File: config.mk
export PLATFORM = sky130hd
export DESIGN_NAME = traffic_phase_sequencer
export DESIGN_NICKNAME = d
export VERILOG_FILES = /design/src/rtl/traffic_phase_sequencer.sv
export SDC_FILE = /design/constraint.sdc
export NUM_CORES = 1
export LEC_CHECK = 0
export CORE_MARGIN = 2
export CORE_UTILIZATION = 45
export CTS_CLUSTER_DIAMETER = 30
export DETAILED_ROUTE_END_ITERATION = 12
export GPL_TIMING_DRIVEN = 0
export PLACE_DENSITY_LB_ADDON = 0.25
export REMOVE_ABC_BUFFERS = 1
export SYNTH_ARGS = -nofsm -noshare
export SYNTH_HDL_FRONTEND = slang
export SYNTH_SLANG_ARGS = --single-unit
File: constraint.sdc
create_clock -name clk -period 10.5 [get_ports clk]
set_clock_uncertainty 0.2 [all_clocks]
set_input_delay 3.15 -clock clk [delete_from_list [all_inputs] [get_ports clk]]
set_output_delay 3.15 -clock clk [all_outputs]
set_load 0.01 [all_outputs]
File: src/rtl/traffic_phase_sequencer.sv
// Traffic-light phase sequencer: programmable patterns and sensor-selected duration tables,
// with an internal 1 Hz prescaler plus flashing-yellow and off modes.
module traffic_phase_sequencer #(
    parameter int CLK_HZ   = 10000,
    parameter int N_PHASES = 11,
    parameter int N_LIGHTS = 9,
    parameter int N_SENS   = 3,
    parameter int TW       = 8,
    localparam int PW = (N_PHASES > 1) ? $clog2(N_PHASES) : 1,
    localparam int LW = 2 * N_LIGHTS
) (
    input  logic              clk,
    input  logic              reset,
    input  logic              enable,
    input  logic              flash,
    input  logic [N_SENS-1:0] sensors,
    input  logic              cfg_we,
    input  logic              cfg_sel,
    input  logic [7:0]        cfg_addr,
    input  logic [31:0]       cfg_data,
    output logic [LW-1:0]     lights,
    output logic [PW-1:0]     phase,
    output logic [TW-1:0]     secs_left,
    output logic              phase_start
);

    localparam int N_TABLES  = N_SENS + 1;
    localparam int DUR_DEPTH = N_TABLES * N_PHASES;
    localparam int DAW       = (DUR_DEPTH > 1) ? $clog2(DUR_DEPTH) : 1;
    localparam int TSW       = $clog2(N_TABLES);
    localparam int CW        = (CLK_HZ > 1) ? $clog2(CLK_HZ) : 1;

    localparam logic [LW-1:0] ALL_OFF    = '1;
    localparam logic [LW-1:0] ALL_YELLOW = {N_LIGHTS{2'b01}};
    localparam logic [LW-1:0] ALL_RED    = '0;
    localparam logic [CW-1:0] PRESC_MAX  = CW'(CLK_HZ - 1);
    localparam logic [PW-1:0] LAST_PHASE = PW'(N_PHASES - 1);

    typedef enum logic [1:0] {
        S_OFF,
        S_LOAD,
        S_COUNT,
        S_FLASH
    } state_e;

    state_e          state_q;
    logic [LW-1:0]   lights_q;
    logic [PW-1:0]   phase_q;
    logic [TW-1:0]   secs_q;
    logic            phase_start_q;
    logic [CW-1:0]   presc_q;
    logic            blink_q;

    logic [TW-1:0]   dur_q [DUR_DEPTH];
    logic [LW-1:0]   pat_q [N_PHASES];

    logic [TSW-1:0]  tbl_sel;
    logic [DAW-1:0]  rd_idx;
    logic [TW-1:0]   dur_rd;
    logic [PW-1:0]   phase_nxt;
    logic            tick;

    // Only the configured width of each word is stored; the xor keeps the full bus referenced.
    wire unused_cfg_bits = ^cfg_data;

    // NOTE: these tables are small flop arrays, so reset can clear them; a RAM macro could not be reset this way.
    always_ff @(posedge clk) begin
        if (reset) begin
            for (int i = 0; i < DUR_DEPTH; i++) dur_q[i] <= '0;
            for (int i = 0; i < N_PHASES; i++)  pat_q[i] <= ALL_RED;
        end else if (cfg_we) begin
            if (!cfg_sel) begin
                if (int'(cfg_addr) < DUR_DEPTH) dur_q[cfg_addr[DAW-1:0]] <= cfg_data[TW-1:0];
            end else if (int'(cfg_addr) < N_PHASES) begin
                pat_q[cfg_addr[PW-1:0]] <= cfg_data[LW-1:0];
            end
        end
    end

    // Exactly one active sensor picks its own table; none or several fall back to table 0.
    // NOTE: every always_comb output gets a default first so no path can infer a latch.
    always_comb begin
        int n_set;
        n_set   = 0;
        tbl_sel = '0;
        for (int i = 0; i < N_SENS; i++) begin
            if (sensors[i]) begin
                n_set   = n_set + 1;
                tbl_sel = TSW'(i + 1);
            end
        end
        if (n_set != 1) tbl_sel = '0;
    end

    assign rd_idx    = DAW'(int'(tbl_sel) * N_PHASES + int'(phase_q));
    assign dur_rd    = dur_q[rd_idx];
    assign phase_nxt = (phase_q == LAST_PHASE) ? '0 : phase_q + 1'b1;
    assign tick      = (presc_q == PRESC_MAX);

    // NOTE: sequential state uses non-blocking assignments so every register samples pre-edge values.
    always_ff @(posedge clk) begin
        if (reset) begin
            state_q       <= S_OFF;
            lights_q      <= ALL_OFF;
            phase_q       <= '0;
            secs_q        <= '0;
            phase_start_q <= 1'b0;
            presc_q       <= '0;
            blink_q       <= 1'b0;
        end else begin
            phase_start_q <= 1'b0;
            if (!enable) begin
                state_q  <= S_OFF;
                lights_q <= ALL_OFF;
                secs_q   <= '0;
            end else if (flash) begin
                if (state_q != S_FLASH) begin
                    state_q  <= S_FLASH;
                    lights_q <= ALL_YELLOW;
                    secs_q   <= '0;
                    presc_q  <= '0;
                    blink_q  <= 1'b0;
                end else begin
                    presc_q <= tick ? '0 : presc_q + 1'b1;
                    // blink_q is set while the heads are dark
                    if (tick) begin
                        lights_q <= blink_q ? ALL_YELLOW : ALL_OFF;
                        blink_q  <= ~blink_q;
                    end
                end
            end else begin
                case (state_q)
                    S_OFF, S_FLASH: begin
                        phase_q <= '0;
                        state_q <= S_LOAD;
                    end
                    S_LOAD: begin
                        if (dur_rd == '0) begin
                            phase_q <= phase_nxt;
                        end else begin
                            lights_q      <= pat_q[phase_q];
                            secs_q        <= dur_rd;
                            phase_start_q <= 1'b1;
                            presc_q       <= '0;
                            state_q       <= S_COUNT;
                        end
                    end
                    S_COUNT: begin
                        presc_q <= tick ? '0 : presc_q + 1'b1;
                        if (tick) begin
                            secs_q <= secs_q - 1'b1;
                            if (secs_q == TW'(1)) begin
                                phase_q <= phase_nxt;
                                state_q <= S_LOAD;
                            end
                        end
                    end
                    default: state_q <= S_OFF;
                endcase
            end
        end
    end

    assign lights      = lights_q;
    assign phase       = phase_q;
    assign secs_left   = secs_q;
    assign phase_start = phase_start_q;

endmodule

# == Word level (Yosys, flattened, before mapping) ==
# Memories as Yosys holds them, arrays and structs flattened. A register that Yosys moved wholly into a read port is not among the register bits.
# Cells that the tools add are included.
# op_classes
n_addsub,6
reduce_logical,16
bitwise_logic,4
eq_ne,17
magnitude_cmp,2
n_mux,57
n_mul,1
# ops
cell,count
18-bit 2-to-1 mux,7
"32-bit by 2-bit adder with 32-bit output, second input constant",2
32-bit 2-to-1 mux,2
14-bit 2-to-1 mux,4
8-bit 2-to-1 mux,5
"32-bit by 2-bit inequality test with 1-bit output, second input constant",1
4-bit 2-to-1 mux,7
14-bit one-hot mux with 2 select lines,1
1-bit 2-to-1 mux,19
18-bit OR reduction,1
2-bit 2-to-1 mux,8
8-bit one-hot mux with 2 select lines,1
"14-bit by 1-bit adder with 14-bit output, second input constant",1
"14-bit equality test, second input constant",1
4-bit one-hot mux with 3 select lines,1
"2-bit inequality test, second input constant",5
"3-bit inequality test, second input constant",3
3-bit AND reduction,3
"8-bit by 1-bit equality test with 1-bit output, second input constant",1
8-bit logical NOT,1
"8-bit by 4-bit less-than comparator with 1-bit output, second input constant",1
"8-bit by 6-bit less-than comparator with 1-bit output, second input constant",1
4-bit AND reduction,2
8-bit OR reduction,1
other kinds (18),24
# word_totals
mem_count,2
ram_bits,550
ff_bits,48
# memory_table
memory,words,word_bits,rd,rd_clocked_by_memory_dff,wr,line_no,text
dur_q,44,8,1,0,44,54,logic [TW-1:0] dur_q [DUR_DEPTH];
pat_q,11,18,1,1,11,55,logic [LW-1:0] pat_q [N_PHASES];

# == Logic depth before layout (Yosys ltp) ==
# An unclocked memory read counts as a cell.
# depth
ltp_word,15
mapped_depth,23

# == Worst setup path before layout ==
# OpenSTA, ideal clock, no wires.
# synth_path
path_kind,input port to flip-flop
from,input sensors[1]
to,"register lights_q[14], in the netlist lights[14]"
n_path_buf,1
setup_ns,0.122
setup_slack_ns,2.613
arrival_ns,7.565
required_ns,10.178
path_stages,20
path_cell_list,inv_1 ha_1 nor3b_1 a21o_1 inv_1 fa_1 inv_1 ha_1 inv_1 fa_1 xnor2_1 mux4_2 and2_1 o311ai_1 a311oi_2 nor4_4 a31o_2 o21ai_4 buf_6 o32a_1
# synth_via
elab_chain_cells,11
word_cells_on_any_way,13
cone_classes,add/sub: 2; mul: 1; eq/ne: 2; mux: 5; reduce/logical: 2; memory: 1
# synth_rtl
item,line_no,text
start: declaration,16,"input logic [N_SENS-1:0] sensors,"
32-bit 2-to-1 mux,87,if (sensors[i]) begin
32-bit by 2-bit adder with 32-bit output,88,n_set = n_set + 1;
32-bit 2-to-1 mux,87,
32-bit by 2-bit inequality test with 1-bit output,92,if (n_set != 1) tbl_sel = '0;
2-bit 2-to-1 mux *,92,
2-bit by 4-bit multiplier with 6-bit output *,95,assign rd_idx = DAW'(int'(tbl_sel) * N_PHASES + int'(phase_q));
6-bit by 4-bit adder with 6-bit output *,95,
memory read 44 x 8 bit *,-,
8-bit logical NOT *,138,if (dur_rd == '0) begin
2-bit inequality test (no source line) *,-,
3-bit AND reduction (no source line) *,-,
end signal: assignment,127,lights_q <= blink_q ? ALL_YELLOW : ALL_OFF;
end signal: assignment,141,lights_q <= pat_q[phase_q];
end: declaration,47,logic [LW-1:0] lights_q;
# Mark *: on every way between the ends. The rest lies on a longest branch, timed or not.
# A chain may end at the register's enable or synchronous reset.

# == Worst setup path in the final report ==
# layout_path
from,input sensors[0]
to,register presc_q[0]
# layout_via
elab_chain_cells,13
word_cells_on_any_way,16
cone_classes,add/sub: 3; mul: 1; eq/ne: 2; mux: 7; reduce/logical: 2; memory: 1
# layout_rtl
item,line_no,text
1-bit 2-to-1 mux,87,
32-bit by 2-bit adder with 32-bit output,88,
32-bit 2-to-1 mux,87,
32-bit by 2-bit adder with 32-bit output,88,
32-bit 2-to-1 mux,87,
32-bit by 2-bit inequality test with 1-bit output,92,
2-bit 2-to-1 mux *,92,
2-bit by 4-bit multiplier with 6-bit output *,95,
6-bit by 4-bit adder with 6-bit output *,95,
memory read 44 x 8 bit *,-,
8-bit logical NOT *,138,
3-bit inequality test (no source line) *,-,
3-bit AND reduction (no source line) *,-,
end signal: assignment,124,presc_q <= tick ? '0 : presc_q + 1'b1;
end signal: assignment,149,presc_q <= tick ? '0 : presc_q + 1'b1;
end: declaration,51,logic [CW-1:0] presc_q;
# Marked as above.

==> qor.tcl <==
set qor(first_global_vias) 23151
set qor(clkSinkCount) 852
set qor(largest_net_degree_at_the_start_of_global_routing) 65
set qor(max_cap_violations) 0
set qor(postCtsHoldBufs) 0
set qor(totalWireLength_mm) 90.2
set qor(layout.cells.most_common_list) {edfxtp_1 (782), and2_1 (357), nor2_1 (311), conb_1 (250), mux4_2 (217)}
set qor(groute.usage.overall_pct) 21.4
set qor(final.hold.worst_slack_ns) 0.289
set qor(synth.ff_latch_count) 852
set qor(antennaDiodeCount) 0
set qor(area.growth.synth_to_final_pct) 23.5
set qor(dieWidth_microns) 293
set qor(detail_route.drc_violations) 0
set qor(register_to_register_path_depth) 17
set qor(grt_pass1_wl_mm) 138
set qor(critPathMaxFanout) 17
set qor(die-area_sq_um) 86100
set qor(r2r_slack_ns) 3.81
set qor(timing.critical_path.buf_inv) 7
set qor(final_nets) 2905
set qor(worstSetupPathType) {in2reg}
set qor(final_hold_viol_count) 0
set qor(synth-seq-area-share_pct) 66.0
set qor(worst_slew_pin_slew_ns) 1.40
set qor(critical-path-top-delay-family) {simple AND/OR/NAND/NOR gates}
set qor(synthesis.instances) 2492
set qor(r2r_start) {phase[1]}
set qor(critical_path.endpoint_type) {register}
set qor(timing.critical_path.from_type) {primary input}
set qor(cts.reportedPaths.clkPinSlew_ns) 0.05
set qor(drt_pre_antenna_iters) 5
set qor(path_cells) {clkdlybuf4s50_1 -> inv_1 -> ha_1 -> nor3b_1 -> a21o_1 -> inv_1 -> fa_1 -> inv_1 -> ha_4 -> inv_1 -> fa_2 -> xnor2_2 -> buf_8 -> buf_6 -> mux4_2 -> and2_1 -> o311ai_1 -> a311oi_2 -> nor4_4 -> nand4_2 -> nand2_1 -> mux2_2}
set qor(clock_root_buffer) {clkbuf_16}
set qor(dominant_synthesized_flop_cell) {edfxtp_1}
set qor(post_cts.repair.setup_buffers) 0
set qor(cts_inserted_buffers) 166
set qor(drt-vias-per-instance) 5.44
set qor(detailed_place_hpwl_mm) 55.5
set qor(final_common_cell) {edfxtp_1}
set qor(average_detailed_routed_wire_length_per_instance_microns) 22.2
set qor(yosys_warnings) 0
set qor(setup_viol_count_final) 0
set qor(min_period_ns) 10.02
set qor(io_pins) 80
set qor(netlist-cell-type-count) 68
set qor(final_layout_size_suffix_gt1_share_pct) 20.3
set qor(critPathArrivalTime_ns) 10.45
set qor(floorplan.rows) 106
set qor(synth-async-reset-ratio_pct) 0
set qor(dr.first_iter.drc_count) 1974
set qor(initial_utilization_pct) 45.2
set qor(final-max-slew-violation-count) 0
set qor(worst-endpoint-required_ns) 10.93
set qor(design.core.area_sq_um) 83300
set qor(peakVddDrop_mv) 0.154
set qor(synth.cell_area_sq_um) 37700
set qor(final_weighted_congestion_in_routability_driven_placement) 0.873
set qor(initial_antenna_violation_count) 6
set qor(reg2reg_to) {presc_q[0]}
set qor(relSlewSlack_pct) 6.18
set qor(die_height_microns) 293
set qor(min_path_cells) 2
set qor(hold_path.startpoint) {pat_q[10][14]}
set qor(max_freq_ghz) 0.0998
set qor(min_delay_worst_endpoint) {pat_q[10][14]}
set qor(total_leakage_power_nw) 16.4
set qor(cpMaxStageDelayCell) {o311ai_1}
set qor(grt_setup_unrepaired) {false}
set qor(worst_skew_pair.late_latency_ns) 0.75
set qor(avgSynthCellArea_sq_um) 15.1
set qor(via_count) 22093
set qor(cts_resized) 0
set qor(worst_path_most_repeated_cell) {inv_1}
set qor(overflow) 0
set qor(ant_nets) 0
set qor(min-delay-path-class) {reg2reg}
set qor(cts-root-to-sink-buffers) 3
set qor(status) {complete, no violations}
set qor(power_density_nw_per_um2) 218
set qor(cts-htree-levels) 4
set qor(port-buffer-count) 65
set qor(fin_crit_sh_pct) 95.4
set qor(cp_slowest_stage_delay_ns) 0.74
set qor(synth-edff-count) 782
set qor(tritoncts) {built}
set qor(total_power_mw) 10.1
set qor(critical_path_cell_count) 22
-- sequential cells by signal, summed over array words and instances, names as in the netlist, named ones only --
| name | count |
|---|---|
| lights | 18 |
| blink_q | 1 |
| dur_q | 512 |
| pat_q | 288 |
| presc_q | 14 |
| secs_left | 8 |
| state_q | 2 |
| phase_start | 1 |
| phase | 4 |
-- cell type report --
cell class | instances | area [sq um]
Fill cell | 6566 | 36800
Sequential cell | 852 | 24900
Multi-Input combinational cell | 1676 | 12900
Clock buffer | 184 | 4240
Clock inverter | 127 | 1770
Tap cell | 1080 | 1350
Timing Repair Buffer | 94 | 1220
Inverter | 46 | 173
-- cells in the mapped netlist, drive strengths merged, types with 9 or more instances --
cell type | n | area share [%]
clkbuf | 115 | 1.1
o21ai | 20 | 0.33
o32a | 9 | 0.24
ha | 18 | 0.60
o211ai | 18 | 0.36
edfxtp | 782 | 62
nor4 | 12 | 0.24
mux4 | 217 | 13
buf | 52 | 0.86
nand2 | 105 | 1.1
mux2i | 51 | 1.4
nor2b | 15 | 0.25
inv | 45 | 0.45
nand2b | 17 | 0.28
and2 | 357 | 5.9
nor2 | 311 | 3.1
dfxtp | 70 | 3.7
nor3 | 15 | 0.23
nand3 | 54 | 0.72
nand4 | 22 | 0.38
or2 | 45 | 0.75
a21oi | 46 | 0.61
-- worst max path at each step --
stage / endpoint / slack [ns] / start
2_1_floorplan: presc_q[0] / -0.97 / sensors[1]
3_3_place_gp: presc_q[0] / -4.98 / sensors[0]
3_5_place_dp: presc_q[0] / -0.57 / sensors[1]
4_1_cts: presc_q[0] / 0.18 / sensors[1]
5_1_grt: presc_q[0] / 0.26 / sensors[1]
6_report: presc_q[0] / 0.48 / sensors[0]
-- worst register-to-register path: stages, from the launching register on --
cell and delay [ns]:
dfxtp_1 0.42, inv_1 0.13, fa_1 0.48, inv_1 0.11, ha_4 0.14, inv_1 0.05
fa_2 0.47, xnor2_2 0.62, buf_8 0.27, buf_6 0.22, mux4_2 0.32, and2_1 0.16
o311ai_1 0.74, a311oi_2 0.32, nor4_4 0.43, nand4_2 0.52, nand2_1 0.60, mux2_2 0.39
-- per-stage QoR --
stage / cells / instance area (sq um) / utilization (%) / setup TNS, ns / setup WS, ns
after floorplan: 2574 / 37900 / - / -29.03 / -0.969
after global placement: 3719 / 39900 / 47.9 / -862.78 / -4.98
after detailed placement: 3747 / 40500 / 48.6 / -11.24 / -0.571
after CTS: 4058 / 46500 / 55.8 / 0 / 0.180
after global routing: 4059 / 46500 / 55.9 / 0 / 0.258
final: 4059 / 46500 / 55.9 / 0 / 0.481
-- routing by layer --
metal / routed length (microns) / global-route usage [%]
met1: 35700 / 27.2
met2: 46000 / 36.3
met3: 5420 / 4.06
met4: 2900 / 8.65
met5: 72 / 0
-- where the power goes --
group / switching (mW) / total [mW] / internal (mW)
registers: 0.0524 / 3.94 / 3.89
clock network: 1.89 / 5.52 / 3.63
logic: 0.394 / 0.679 / 0.286
total: 2.34 / 10.1 / 7.81
-- kinds of logic after synthesis --
kind of cell | Yosys count | share of synthesized area (%)
AND/OR/NAND/NOR | 985 | 13.6
flip-flops | 852 | 66.0
multiplexers | 269 | 14.4
buffers and inverters | 213 | 2.46
AO/OA/AOI/OAI | 146 | 2.73
adder cells (fa/ha/maj) | 20 | 0.704
XOR/XNOR | 6 | 0.159
other | 1 | 0.00995
No activity file was read; power rests on OpenSTA's default activity.
